==> config.mk <==
export PLATFORM = sky130hd
export DESIGN_NAME = pp_bank_scheduler
export DESIGN_NICKNAME = d
export VERILOG_FILES = /design/src/rtl/pp_bank_scheduler.sv
export SDC_FILE = /design/constraint.sdc
export NUM_CORES = 1
export LEC_CHECK = 0
export CORE_ASPECT_RATIO = 1.1
export CORE_MARGIN = 2
export CORE_UTILIZATION = 41
export DETAILED_ROUTE_END_ITERATION = 16
export PLACE_DENSITY = 0.86
export RECOVER_POWER = 50
export SLEW_MARGIN = 20
export SYNTH_ARGS = -nofsm -noshare
export SYNTH_HDL_FRONTEND = slang
export SYNTH_SLANG_ARGS = --single-unit
==> constraint.sdc <==
create_clock -name clk -period 1.8 [get_ports clk]
set_clock_uncertainty 0.15 [all_clocks]
set_input_delay 0.36 -clock clk [delete_from_list [all_inputs] [get_ports clk]]
set_output_delay 0.36 -clock clk [all_outputs]
set_load 0.02 [all_outputs]
==> src/rtl/pp_bank_scheduler.sv <==
// rtl/pp_bank_scheduler.sv - two-bank ping-pong RAM sequencer between a bit stream and a downstream consumer
module pp_bank_scheduler #(
    parameter int BLOCK_LEN = 192,
    parameter int ADDR_W    = 8
) (
    input  logic              clk,
    input  logic              reset,
    input  logic              in_valid,
    input  logic              in_data,
    output logic              in_ready,
    output logic              wren_A,
    output logic              wren_B,
    output logic [ADDR_W-1:0] wraddr,
    output logic              wrdata,
    output logic              rden_A,
    output logic              rden_B,
    output logic [ADDR_W-1:0] rdaddr,
    input  logic              q_A,
    input  logic              q_B,
    output logic              out_valid,
    output logic              out_data,
    output logic              out_last,
    input  logic              out_ready,
    output logic [1:0]        bank_full
);
    localparam logic [ADDR_W-1:0] LAST_ADDR = ADDR_W'(BLOCK_LEN - 1);

    logic              r_wr_bank;
    logic              r_rd_bank;
    logic              r_rd_bank_d;
    logic [ADDR_W-1:0] r_wr_cnt;
    logic [ADDR_W-1:0] r_rd_cnt;
    logic [1:0]        r_full;
    logic              r_out_valid;
    logic              r_out_last;
    logic              r_drain_done;

    logic              w_wr_acc;
    logic              w_wr_wrap;
    logic              w_issue;
    logic              w_release;
    logic [1:0]        w_set;
    logic [1:0]        w_clr;

    assign in_ready  = ~reset & ~r_full[r_wr_bank];
    assign w_wr_acc  = in_valid & in_ready;
    assign w_wr_wrap = w_wr_acc & (r_wr_cnt == LAST_ADDR);

    // r_drain_done blocks re-reading the bank between its last read and its release
    assign w_issue   = ~reset & r_full[r_rd_bank] & (~r_out_valid | out_ready) & ~r_drain_done;
    assign w_release = r_out_valid & out_ready & r_out_last;

    assign w_set = w_wr_wrap ? (2'b01 << r_wr_bank)   : 2'b00;
    assign w_clr = w_release ? (2'b01 << r_rd_bank_d) : 2'b00;

    assign wren_A    = w_wr_acc & ~r_wr_bank;
    assign wren_B    = w_wr_acc &  r_wr_bank;
    assign wraddr    = r_wr_cnt;
    assign wrdata    = in_data;
    assign rden_A    = w_issue & ~r_rd_bank;
    assign rden_B    = w_issue &  r_rd_bank;
    assign rdaddr    = r_rd_cnt;
    assign out_valid = r_out_valid;
    assign out_last  = r_out_last;
    assign out_data  = r_rd_bank_d ? q_B : q_A;
    assign bank_full = r_full;

    always_ff @(posedge clk) begin
        if (reset) begin
            r_wr_bank    <= 1'b0;
            r_rd_bank    <= 1'b0;
            r_rd_bank_d  <= 1'b0;
            r_wr_cnt     <= '0;
            r_rd_cnt     <= '0;
            r_full       <= 2'b00;
            r_out_valid  <= 1'b0;
            r_out_last   <= 1'b0;
            r_drain_done <= 1'b0;
        end else begin
            assert (r_wr_cnt <= LAST_ADDR);
            assert (r_rd_cnt <= LAST_ADDR);

            if (w_wr_acc) begin
                if (w_wr_wrap) begin
                    r_wr_cnt  <= '0;
                    r_wr_bank <= ~r_wr_bank;
                end else begin
                    r_wr_cnt <= r_wr_cnt + 1'b1;
                end
            end

            // set and clear never hit the same bank, so both apply
            r_full <= (r_full | w_set) & ~w_clr;

            if (w_issue) begin
                r_rd_bank_d <= r_rd_bank;
                if (r_rd_cnt == LAST_ADDR) begin
                    r_rd_cnt     <= '0;
                    r_drain_done <= 1'b1;
                end else begin
                    r_rd_cnt <= r_rd_cnt + 1'b1;
                end
            end

            if (w_release) begin
                r_rd_bank    <= ~r_rd_bank;
                r_rd_cnt     <= '0;
                r_drain_done <= 1'b0;
            end

            r_out_valid <= w_issue | (r_out_valid & ~out_ready);
            if (w_issue)
                r_out_last <= (r_rd_cnt == LAST_ADDR);
            else if (out_ready)
                r_out_last <= 1'b0;
        end
    end
endmodule

==> results of run 1 <==
-- cells by family (layout without fill, tap and decap cells) --
family,count (synthesis),after routing
mux,5,5
fa+ha+maj,2,2
flops,24,24
compound gates,23,23
xor+xnor,10,10
simple gates,63,63
buf+inv,8,78
-- placed cells by master, fill, tap and decap left out, types with 4 or more instances in the layout --
| cell | count |
|---|---|
| buf_6 | 10 |
| a21oi_1 | 6 |
| buf_4 | 34 |
| inv_1 | 5 |
| nand3_1 | 7 |
| dfxtp_1 | 13 |
| xor2_1 | 4 |
| dfxtp_2 | 10 |
| nor2_1 | 16 |
| dlygate4sd2_1 | 22 |
| xnor2_1 | 6 |
| nand2_1 | 9 |
-- report_power, final --
part | switching (µW) | total [µW] | leakage (µW) | internal (µW)
Sequential | 2.96 | 535 | 0.000199 | 532
Combinational | 44.5 | 86.8 | 0.000630 | 42.3
Clock | 152 | 230 | 0.0000138 | 78.2
Total | 199 | 852 | 0.000844 | 653
-- per-stage QoR --
stage | cell area (µm²) | power [µW] | utilization | hold slack [ps]
final | 1944 | 852.0 | 0.7128 | 316.5
after global routing | 1944 | 889.1 | 0.7128 | 339.7
after CTS | 1871 | 856.8 | 0.6858 | 325.7
after detailed placement | 1759 | 629.7 | 0.6450 | 310.6
after global placement | 1759 | 627.5 | 0.6450 | 317.0
after floorplan | 1191 | 585.2 | - | 292.1
-- repair_timing --
item | in CTS | in global routing
buffers inserted | 4 | 4
endpoints found under the setup margin | 34 | 14
pin swaps | 14 | 6
resized for setup | 76 | 12
-- metal layers --
| metal | vias to the layer above | track usage | share of wire |
|---|---|---|---|
| li1 | 620 | - | - |
| met1 | 612 | 0.2539 | 0.39 |
| met2 | 42 | 0.4524 | 0.54 |
| met3 | 8 | 0.03000 | 0.042 |
| met4 | 0 | 0.1000 | 0.024 |
| met5 | - | 0 | 0 |
-- final cells by class --
| cell class | count | share of cell area |
|---|---|---|
| tap | 33 | 0.02124 |
| sequential | 24 | 0.2555 |
| inverter | 5 | 0.009653 |
| timing repair buffer | 70 | 0.3063 |
| clock buffer | 3 | 0.01158 |
| multi-input combinational | 103 | 0.3958 |
-- registers in the layout (all words and copies together) (netlist names) --
name / cells
out_last: 1
r_drain_done: 1
bank_full: 2
rdaddr: 8
r_rd_bank_d: 1
r_wr_bank: 1
out_valid: 1
r_rd_bank: 1
wraddr: 8
-- worst paths after layout --
kind         cells after the start                      start                        end  slack, ps
max                              5                      reset                     rden_A       -210
min                              1  r_drain_done$_SDFFE_PP0P_  r_drain_done$_SDFFE_PP0P_        320
min reg2reg                      1  r_drain_done$_SDFFE_PP0P_  r_drain_done$_SDFFE_PP0P_        320
max reg2reg                      5     r_rd_bank$_SDFFE_PP0P_     rdaddr[6]$_SDFFE_PP0P_       -160
==> summary.md, run 1 <==
| Metric | Value |
|---|---|
| Io pins | `34` |
| Synth warnings | `0` |
| Share of the synthesized area in the top cell type | `0.4142` |
| Cell Area, Synth | `0.001160 mm²` |
| Max-slew violation count | `0` |
| Layout cell share with drive strength beyond 1 | `0.4195` |
| Final count of hold timing violations | `0` |
| Cells after DPL | `227` |
| Pwr dens | `438.2 mW/mm²` |
| Detailed-route DRC error count | `0` |
| Cell taking the most area after synthesis | `dfxtp_1` |
| Distinct cell type count after synthesis | `36` |
| Largest stage delay, worst path | `410 ps` |
| Slew HR | `0.7464` |
| Cell family contributing the most delay on the critical path | `simple AND/OR/NAND/NOR gates` |
| Diode count | `0` |
| Initial Utilization | `0.4252` |
| Seq cells post-synth | `24` |
| Synth Net Count | `144` |
| Adder-cell share of the synthesized area | `0.02157` |
| Max Cap Violations | `0` |
| Most frequent cell after synthesis | `dfxtp_1` |
| Final min period | `2005 ps` |
| Failing checks | `negative setup slack` |
| Total number of vias | `1,282` |
| Sequential share of the synthesized area | `0.4142` |
| Min-Delay Path Class | `flop to flop` |
| Root buffer cell | `clkbuf_4` |
| Antenna violations before repair | `0` |
| Number of flops mapped to enable cells by yosys | `0` |
| Peak VDD IR | `0.0003877 V` |
| Dominant cells by area after synthesis | `dfxtp_1 (41%), nor2_1 (6.5%), xnor2_1 (4.5%), a21oi_1 (3.5%), nand3_1 (3.5%)` |
| Layout fillers | `228` |
| Part of the cycle the worst path needs | `1.114` |
| Cts hold-fix bufs | `0` |
| Worst-Skew Late Latency | `310 ps` |
| GRT Util Overall | `0.2388` |
| Mapped Cells | `135` |
| Top post-synthesis cells by count | `dfxtp_1 (24), nor2_1 (20), nand2_1 (9)` |
| Setup TNS | `-943.6 ps` |
| GPL Wtd Cong | `0.8315` |
| Wirelength per Cell | `15.47 µm` |
| Overflow after GRT | `0` |
| Largest family of logic cells by synthesized area | `simple AND/OR/NAND/NOR gates` |
| Slowest CP cell | `or3_4` |
| Non-filler cells, final | `238` |
| Die ar. | `0.003271 mm²` |
| CTS tree | `built` |
| Place WS | `-839.4 ps` |
| P_leak | `0.0008437 µW` |
| Worst setup SP type | `input port` |
| Post-Synth XOR/XNOR Area | `0.07551` |
| Register area | `496.7 µm²` |
| Synthesized area per cell | `8.592 µm²` |
| Final nets | `216` |
| Final setup viols | `10` |
| CP arrival | `1500 ps` |
| Detailed-router iteration count before antenna repair | `4` |
| RSZ-0062 raised after global routing | `true` |
| Synth Area in Compound Gates | `0.1294` |
| CP required | `1290 ps` |
| Num rows | `20` |
| CTS Buf Count | `3` |
| Fmax achieved | `0.4987 GHz` |
| WP buf/inv | `2` |
| Via/cell ratio | `5.387` |
| Clock sink count | `24` |
| Largest net degree at the start of global routing | `16` |
| Overall die height | `59.79 µm` |
| Final HPWL DP | `2504 µm` |
| Area growth from synthesis to layout | `67.64%` |
| Critical-path maximum fanout | `3` |
| Mux cell area share after synthesis | `0.04639` |
| Number of buffers added on ports | `31` |
| Most common flop cell mapped by yosys | `dfxtp_1` |
| First-pass GRT wire length | `5623 µm` |
| Chip width | `54.71 µm` |
| Placeable Area | `0.002728 mm²` |
| Crit path kind | `input port to primary output` |
| Post-Route WL | `3681 µm` |
| Worst path cell trace | `dlygate4sd2_1 > or2_4 > or3_4 > nor2_4 > buf_6` |
| Async SR Flop Fraction | `0` |
| Vias in the first global route | `1,274` |
| CTS H-tree depth | `1` |
| ANT nets after route | `0` |
| Iter 0 DRT Violations | `21` |
| Synth Area in Simple Gates | `0.2837` |
| Worst-path clk slew | `120 ps` |
| Crit. End Element | `primary output` |
| Status | `complete, but fails checks` |
| Max Root-Sink Buffers | `2` |
| Slew @ Worst Pin | `376.9 ps` |
| Worst setup margin | `-205.1 ps` |
| Multi-input logic area | `769.5 µm²` |
Note: power is estimated with default switching activity, not from simulation.
==> run 2: changes to the inputs <==
PLACE_DENSITY = 0.74   (was 0.86)
==> run 2 against run 1 <==
The run still ends with negative setup slack left. Critical endpoint unchanged. Cell area decreased by 4.9%. Final cell count is 2.9% lower. Via count down 2.8%. First-iteration DRC count grew 52%. Routed wire length is 9.6% lower. Setup slack got worse by 17 ps. Global-route usage decreased by 1.8 points. Largest cell class unchanged. Combinational power down 5.3%. Register-to-register slack is essentially flat.
==> summary.md, run 2 (synthesized netlist as in run 1, its figures left out) <==
| Metric | Value |
|---|---|
| Detailed-route DRC error count | `0 (unchanged)` |
| Number of buffers added on ports | `31 (unchanged)` |
| Worst-Skew Late Latency | `310 ps (about the same)` |
| Overall die height | `59.79 µm (unchanged)` |
| Worst hold start | `wraddr[1]$_SDFFE_PP0P_` |
| Status | `complete, but fails checks` |
| Via/cell ratio | `5.394 (+0.14%)` |
| Initial Utilization | `0.4252 (unchanged)` |
| Clock sink count | `24 (unchanged)` |
| Largest net degree at the start of global routing | `16 (unchanged)` |
| Cells after DPL | `227 (unchanged)` |
| Worst setup SP type | `flop` |
| Finished Cell Area | `0.001849 mm² (-4.9%)` |
| Pwr dens | `459.7 mW/mm² (+4.9%)` |
| Commonest non-fill, non-tap cell in the layout | `buf_4` |
| Worst path cell trace | `or2_4 > or3_4 > nor2_4 > buf_6` |
| Final nets | `209 (-3.2%)` |
| Placeable Area | `0.002728 mm² (unchanged)` |
| Non-filler cells, final | `231 (-2.9%)` |
| P_leak | `0.0008046 µW (-4.6%)` |
| Fmax achieved | `0.4945 GHz (-0.84%)` |
| CTS H-tree depth | `1 (unchanged)` |
| Worst setup margin | `-222.1 ps (-16.94 ps)` |
| Final count of hold timing violations | `0 (unchanged)` |
| Placed cell area | `0.001759 mm² (unchanged)` |
| Total number of vias | `1,246 (-2.8%)` |
| Layout cell share with drive strength beyond 1 | `0.3586 (-0.06093)` |
| Final min period | `2022 ps (+16.94 ps)` |
| Register area | `494.2 µm² (-0.50%)` |
| CP required | `1290 ps (about the same)` |
| Vias in the first global route | `1,185 (-7.0%)` |
| CP arrival | `1510 ps (about the same)` |
| Max Root-Sink Buffers | `2 (unchanged)` |
| Iter 0 DRT Violations | `32 (+52%)` |
| Worst R2R Start | `r_drain_done$_SDFFE_PP0P_` |
| GRT Util Overall | `0.2206 (-0.01816)` |
| RSZ-0062 raised after global routing | `true` |
| Max-slew violation count | `0 (unchanged)` |
| First-pass GRT wire length | `5285 µm (-6.0%)` |
| Final setup viols | `11 (+1)` |
| ANT nets after route | `0 (unchanged)` |
| Layout fillers | `244 (+7.0%)` |
| Slowest CP cell | `or3_4` |
| Max Cap Violations | `0 (unchanged)` |
| Final HPWL DP | `2485 µm (-0.78%)` |
| Peak VDD IR | `0.0003730 V (-3.8%)` |
| Cts hold-fix bufs | `0 (unchanged)` |
| Final core utilization | `0.6780 (-0.03486)` |
| Post-Route WL | `3327 µm (-9.6%)` |
| Multi-input logic area | `743.2 µm² (-3.4%)` |
| Num rows | `20 (unchanged)` |
| Largest stage delay, worst path | `390 ps (-20 ps)` |
| Die ar. | `0.003271 mm² (unchanged)` |
| Overflow after GRT | `0 (unchanged)` |
| Part of the cycle the worst path needs | `1.123 (+0.009409)` |
| Failing checks | `negative setup slack` |
| Wirelength per Cell | `14.40 µm (-6.9%)` |
| GPL Wtd Cong | `0.7736 (-7.0%)` |
| Worst-path clk slew | `120 ps (about the same)` |
| Most frequent cells in the layout | `buf_4 (27), dlygate4sd2_1 (22), dfxtp_1 (17)` |
| Detailed-router iteration count before antenna repair | `6 (+2)` |
| Setup TNS | `-1288 ps (-344.7 ps)` |
| Min-Delay Path Class | `flop to flop` |
| Root buffer cell | `clkbuf_4` |
| Io pins | `34 (unchanged)` |
| Antenna violations before repair | `0 (unchanged)` |
| Slew @ Worst Pin | `378.7 ps (+1.814 ps)` |
| Crit path kind | `flop to primary output` |
| Place WS | `-877.4 ps (-38.06 ps)` |
| Critical-path maximum fanout | `3 (unchanged)` |
| Chip width | `54.71 µm (unchanged)` |
| CTS Buf Count | `3 (unchanged)` |
| Worst Setup SP | `r_drain_done$_SDFFE_PP0P_` |
| Area growth from synthesis to layout | `59.44%` |
| Slew HR | `0.7441 (-0.002335)` |
| Diode count | `0 (unchanged)` |
| CTS tree | `built` |
| Crit. End Element | `primary output` |
[run 2: critical path: cells and delay by family, from the launching register on]
family | cells | cell delay, ps
flops | 1 | 350
simple gates | 3 | 740
buf+inv | 1 | 120
[run 2: metrics by stage]
stage | hold WS [ps] | total power, µW
final | 352.6 | 850.2
after global routing | 376.1 | 881.4
after CTS | 358.2 | 855.9
after detailed placement | 316.4 | 630.2
after global placement | 305.3 | 628.0
after floorplan | 292.1 | 585.2
[run 2: power by group]
part / switching (µW) / internal (µW) / total [µW]
clock network: 156 / 78.1 / 234
logic: 42.5 / 39.7 / 82.2
registers: 3.23 / 531 / 534
total: 202 / 649 / 850
[run 2: path summary, 6_finish.rpt]
path | end | slack [ps] | depth (start not counted)
worst max register to register | rdaddr[5]$_SDFFE_PP0P_ | -170 | 5
worst max-delay path | rden_A | -220 | 4
worst min register to register | wraddr[1]$_SDFFE_PP0P_ | 350 | 2
worst min-delay path | wraddr[1]$_SDFFE_PP0P_ | 350 | 2
[run 2: layout make-up]
class / count / share of cell area
multi-input cells: 103 / 0.4019
well taps: 33 / 0.02233
flip-flops and latches: 24 / 0.2673
repair buffers: 63 / 0.2862
clock buffers: 3 / 0.01218
inverters: 5 / 0.01015
[run 2: routing by layer]
layer  part of all wire  GRT usage  vias up
met5                  0          0        -
met4              0.012    0.07143        0
met3              0.051    0.04250        6
met2               0.53     0.4048       40
met1               0.40     0.2465      591
li1                   -          -      609
[run 2: what timing repair did]
action,4_1_cts,5_1_grt
gates cloned,0,0
endpoints found under the setup margin,37,16
pin swaps,3,4
setup buffers,1,0
gates resized for setup,74,12
==> run 3: changes to the inputs <==
CAP_MARGIN = 20   (was not set)
CELL_PAD_IN_SITES_DETAIL_PLACEMENT = 0   (was not set)
CELL_PAD_IN_SITES_GLOBAL_PLACEMENT = 1   (was not set)
CORE_UTILIZATION = 30   (was 41)
PLACE_DENSITY = not set   (was 0.74)
PLACE_DENSITY_LB_ADDON = 0.1   (was not set)
==> run 3 against run 2 <==
The flow still finishes with violations (negative setup slack). Register-to-register slack better by 60 ps. Power up 29%. Global-route usage down 6.5 points. Non-clock buffer count up 3. Critical path depth unchanged. Die area up 34%. Via count down 1.3%. Sequential power about the same. Cell area up 6.2%. Final cell count up 9.1%.
==> summary.md, run 3 (synthesized netlist as in run 1, its figures left out) <==
| Metric | Value |
|---|---|
| Diode count | `0 (unchanged)` |
| GPL Wtd Cong | `0.7820 (+1.1%)` |
| Final HPWL DP | `2340 µm (-5.8%)` |
| Final min period | `1926 ps (-95.99 ps)` |
| Top Layer Used | `met4` |
| Most frequent cells in the layout | `buf_4 (30), dlygate4sd2_1 (19), nor2_1 (17)` |
| WP buf/inv | `1 (unchanged)` |
| CTS tree | `built` |
| Met3 WL | `142 µm (-16%)` |
| Antenna violations before repair | `0 (unchanged)` |
| Max-slew violation count | `0 (unchanged)` |
| Status | `complete, but fails checks` |
| RSZ-0062 raised after global routing | `true` |
| Final nets | `212 (+1.4%)` |
| CP required | `1290 ps (about the same)` |
| Placeable Area | `0.003684 mm² (+35%)` |
| Part of the cycle the worst path needs | `1.070 (-0.05333)` |
| Min-Delay Path Class | `flop to flop` |
| Io pins | `34 (unchanged)` |
| Cells after DPL | `243 (+7.0%)` |
| Layout fillers | `380 (+56%)` |
| Wirelength per Cell | `12.75 µm (-12%)` |
| Routed met2 length | `1638 µm (-7.6%)` |
| P_leak | `0.0008348 µW (+3.8%)` |
| Non-filler cells, final | `252 (+9.1%)` |
| Max Cap Violations | `0 (unchanged)` |
| Die ar. | `0.004380 mm² (+34%)` |
| Worst setup margin | `-126.1 ps (+95.99 ps)` |
| Layout cell share with drive strength beyond 1 | `0.3861 (+0.02755)` |
| Crit. End Element | `primary output` |
| Metal-1 WL | `1381 µm (+2.8%)` |
| Area growth from synthesis to layout | `69.26%` |
| Worst path cell trace | `or2_4 > or3_4 > nor2_4 > buf_6` |
| Worst hold slack | `306.2 ps (-46.38 ps)` |
| Clock sink count | `24 (unchanged)` |
| CTS Buf Count | `3 (unchanged)` |
| Pwr dens | `558.6 mW/mm² (+21%)` |
| Critical-path maximum fanout | `3 (unchanged)` |
| Chip width | `63.29 µm (+16%)` |
| Num rows | `23 (+15%)` |
| Total number of vias | `1,230 (-1.3%)` |
| Detailed-route DRC error count | `0 (unchanged)` |
| CP arrival | `1420 ps (-90 ps)` |
| Initial Utilization | `0.3149 (-0.1104)` |
| Post-Route WL | `3212 µm (-3.5%)` |
| ANT nets after route | `0 (unchanged)` |
| Overflow after GRT | `0 (unchanged)` |
| Cts hold-fix bufs | `0 (unchanged)` |
| Iter 0 DRT Violations | `14 (-56%)` |
| Largest net degree at the start of global routing | `16 (unchanged)` |
| GRT Util Overall | `0.1555 (-0.06518)` |
| Slowest CP cell | `or3_4` |
| Via/cell ratio | `4.881 (-9.5%)` |
| Failing checks | `negative setup slack` |
| Worst-Skew Late Latency | `270 ps (-40 ps)` |
| First-pass GRT wire length | `5595 µm (+5.9%)` |
| Slew @ Worst Pin | `297.4 ps (-81.27 ps)` |
| Root buffer cell | `clkbuf_8` |
| Detailed-router iteration count before antenna repair | `4 (-2)` |
| Largest stage delay, worst path | `380 ps (about the same)` |
| Final setup viols | `7 (-4)` |
| Cell family contributing the most delay on the critical path | `simple AND/OR/NAND/NOR gates` |
| Worst-path clk slew | `90 ps (-30 ps)` |
| Vias in the first global route | `1,267 (+6.9%)` |
| Crit path kind | `flop to primary output` |
| Setup TNS | `-517.7 ps (+770.6 ps)` |
| Max Root-Sink Buffers | `2 (unchanged)` |
| Final count of hold timing violations | `0 (unchanged)` |
| Slew HR | `0.7999 (+0.05580)` |
| CTS H-tree depth | `1 (unchanged)` |
| Worst setup SP type | `flop` |
| Commonest non-fill, non-tap cell in the layout | `buf_4` |
| Overall die height | `69.22 µm (+16%)` |
| Fmax achieved | `0.5192 GHz (+5.0%)` |
| Peak VDD IR | `0.0003503 V (-6.1%)` |
| Number of buffers added on ports | `31 (unchanged)` |
## run 3: routing by layer
metal	vias up	track usage
met5	-	0
met4	0	0.06280
met3	4	0.02597
met2	26	0.2754
met1	585	0.1848
li1	615	-
## run 3: layout make-up
cell class	count	area [µm²]	share of cell area
inverters	5	18.77	0.009560
repair buffers	66	558.0	0.2843
flip-flops and latches	24	493.0	0.2511
multi-input cells	103	759.5	0.3869
well taps	50	62.56	0.03187
clock inverters	1	30.03	0.01530
clock buffers	3	41.29	0.02103
## run 3: per-stage QoR
stage	setup slack, ps	total power [µW]	cell area, µm²	util
finish	-126.1	1097	1963	0.5329
floorplan	-32.29	585.2	1191	-
CTS	-157.4	1113	1899	0.5156
global route	-175.5	1142	1963	0.5329
detailed placement	-864.9	629.3	1773	0.4813
global placement	-869.1	629.0	1773	0.4813
## run 3: report_power, final
part	leakage (µW)	internal [µW]	switching (µW)
registers	0.000199	533	3.41
logic	0.000600	41.3	40.8
clock network	0.0000357	297	181
## run 3: repair_timing
action                                  in CTS  in global routing
endpoints found under the setup margin      32                 17
buffers inserted                             4                  2
resized for setup                           65                 19
pin swaps                                    8                  7
## run 3: path summary, 6_finish.rpt
check / startpoint / end / slack, ps / depth (start not counted)
setup reg to reg: r_rd_bank$_SDFFE_PP0P_ / rdaddr[6]$_SDFFE_PP0P_ / -110 / 5
hold reg to reg: r_drain_done$_SDFFE_PP0P_ / r_drain_done$_SDFFE_PP0P_ / 310 / 1
hold / removal: r_drain_done$_SDFFE_PP0P_ / r_drain_done$_SDFFE_PP0P_ / 310 / 1
setup / recovery: r_drain_done$_SDFFE_PP0P_ / rden_A / -130 / 4
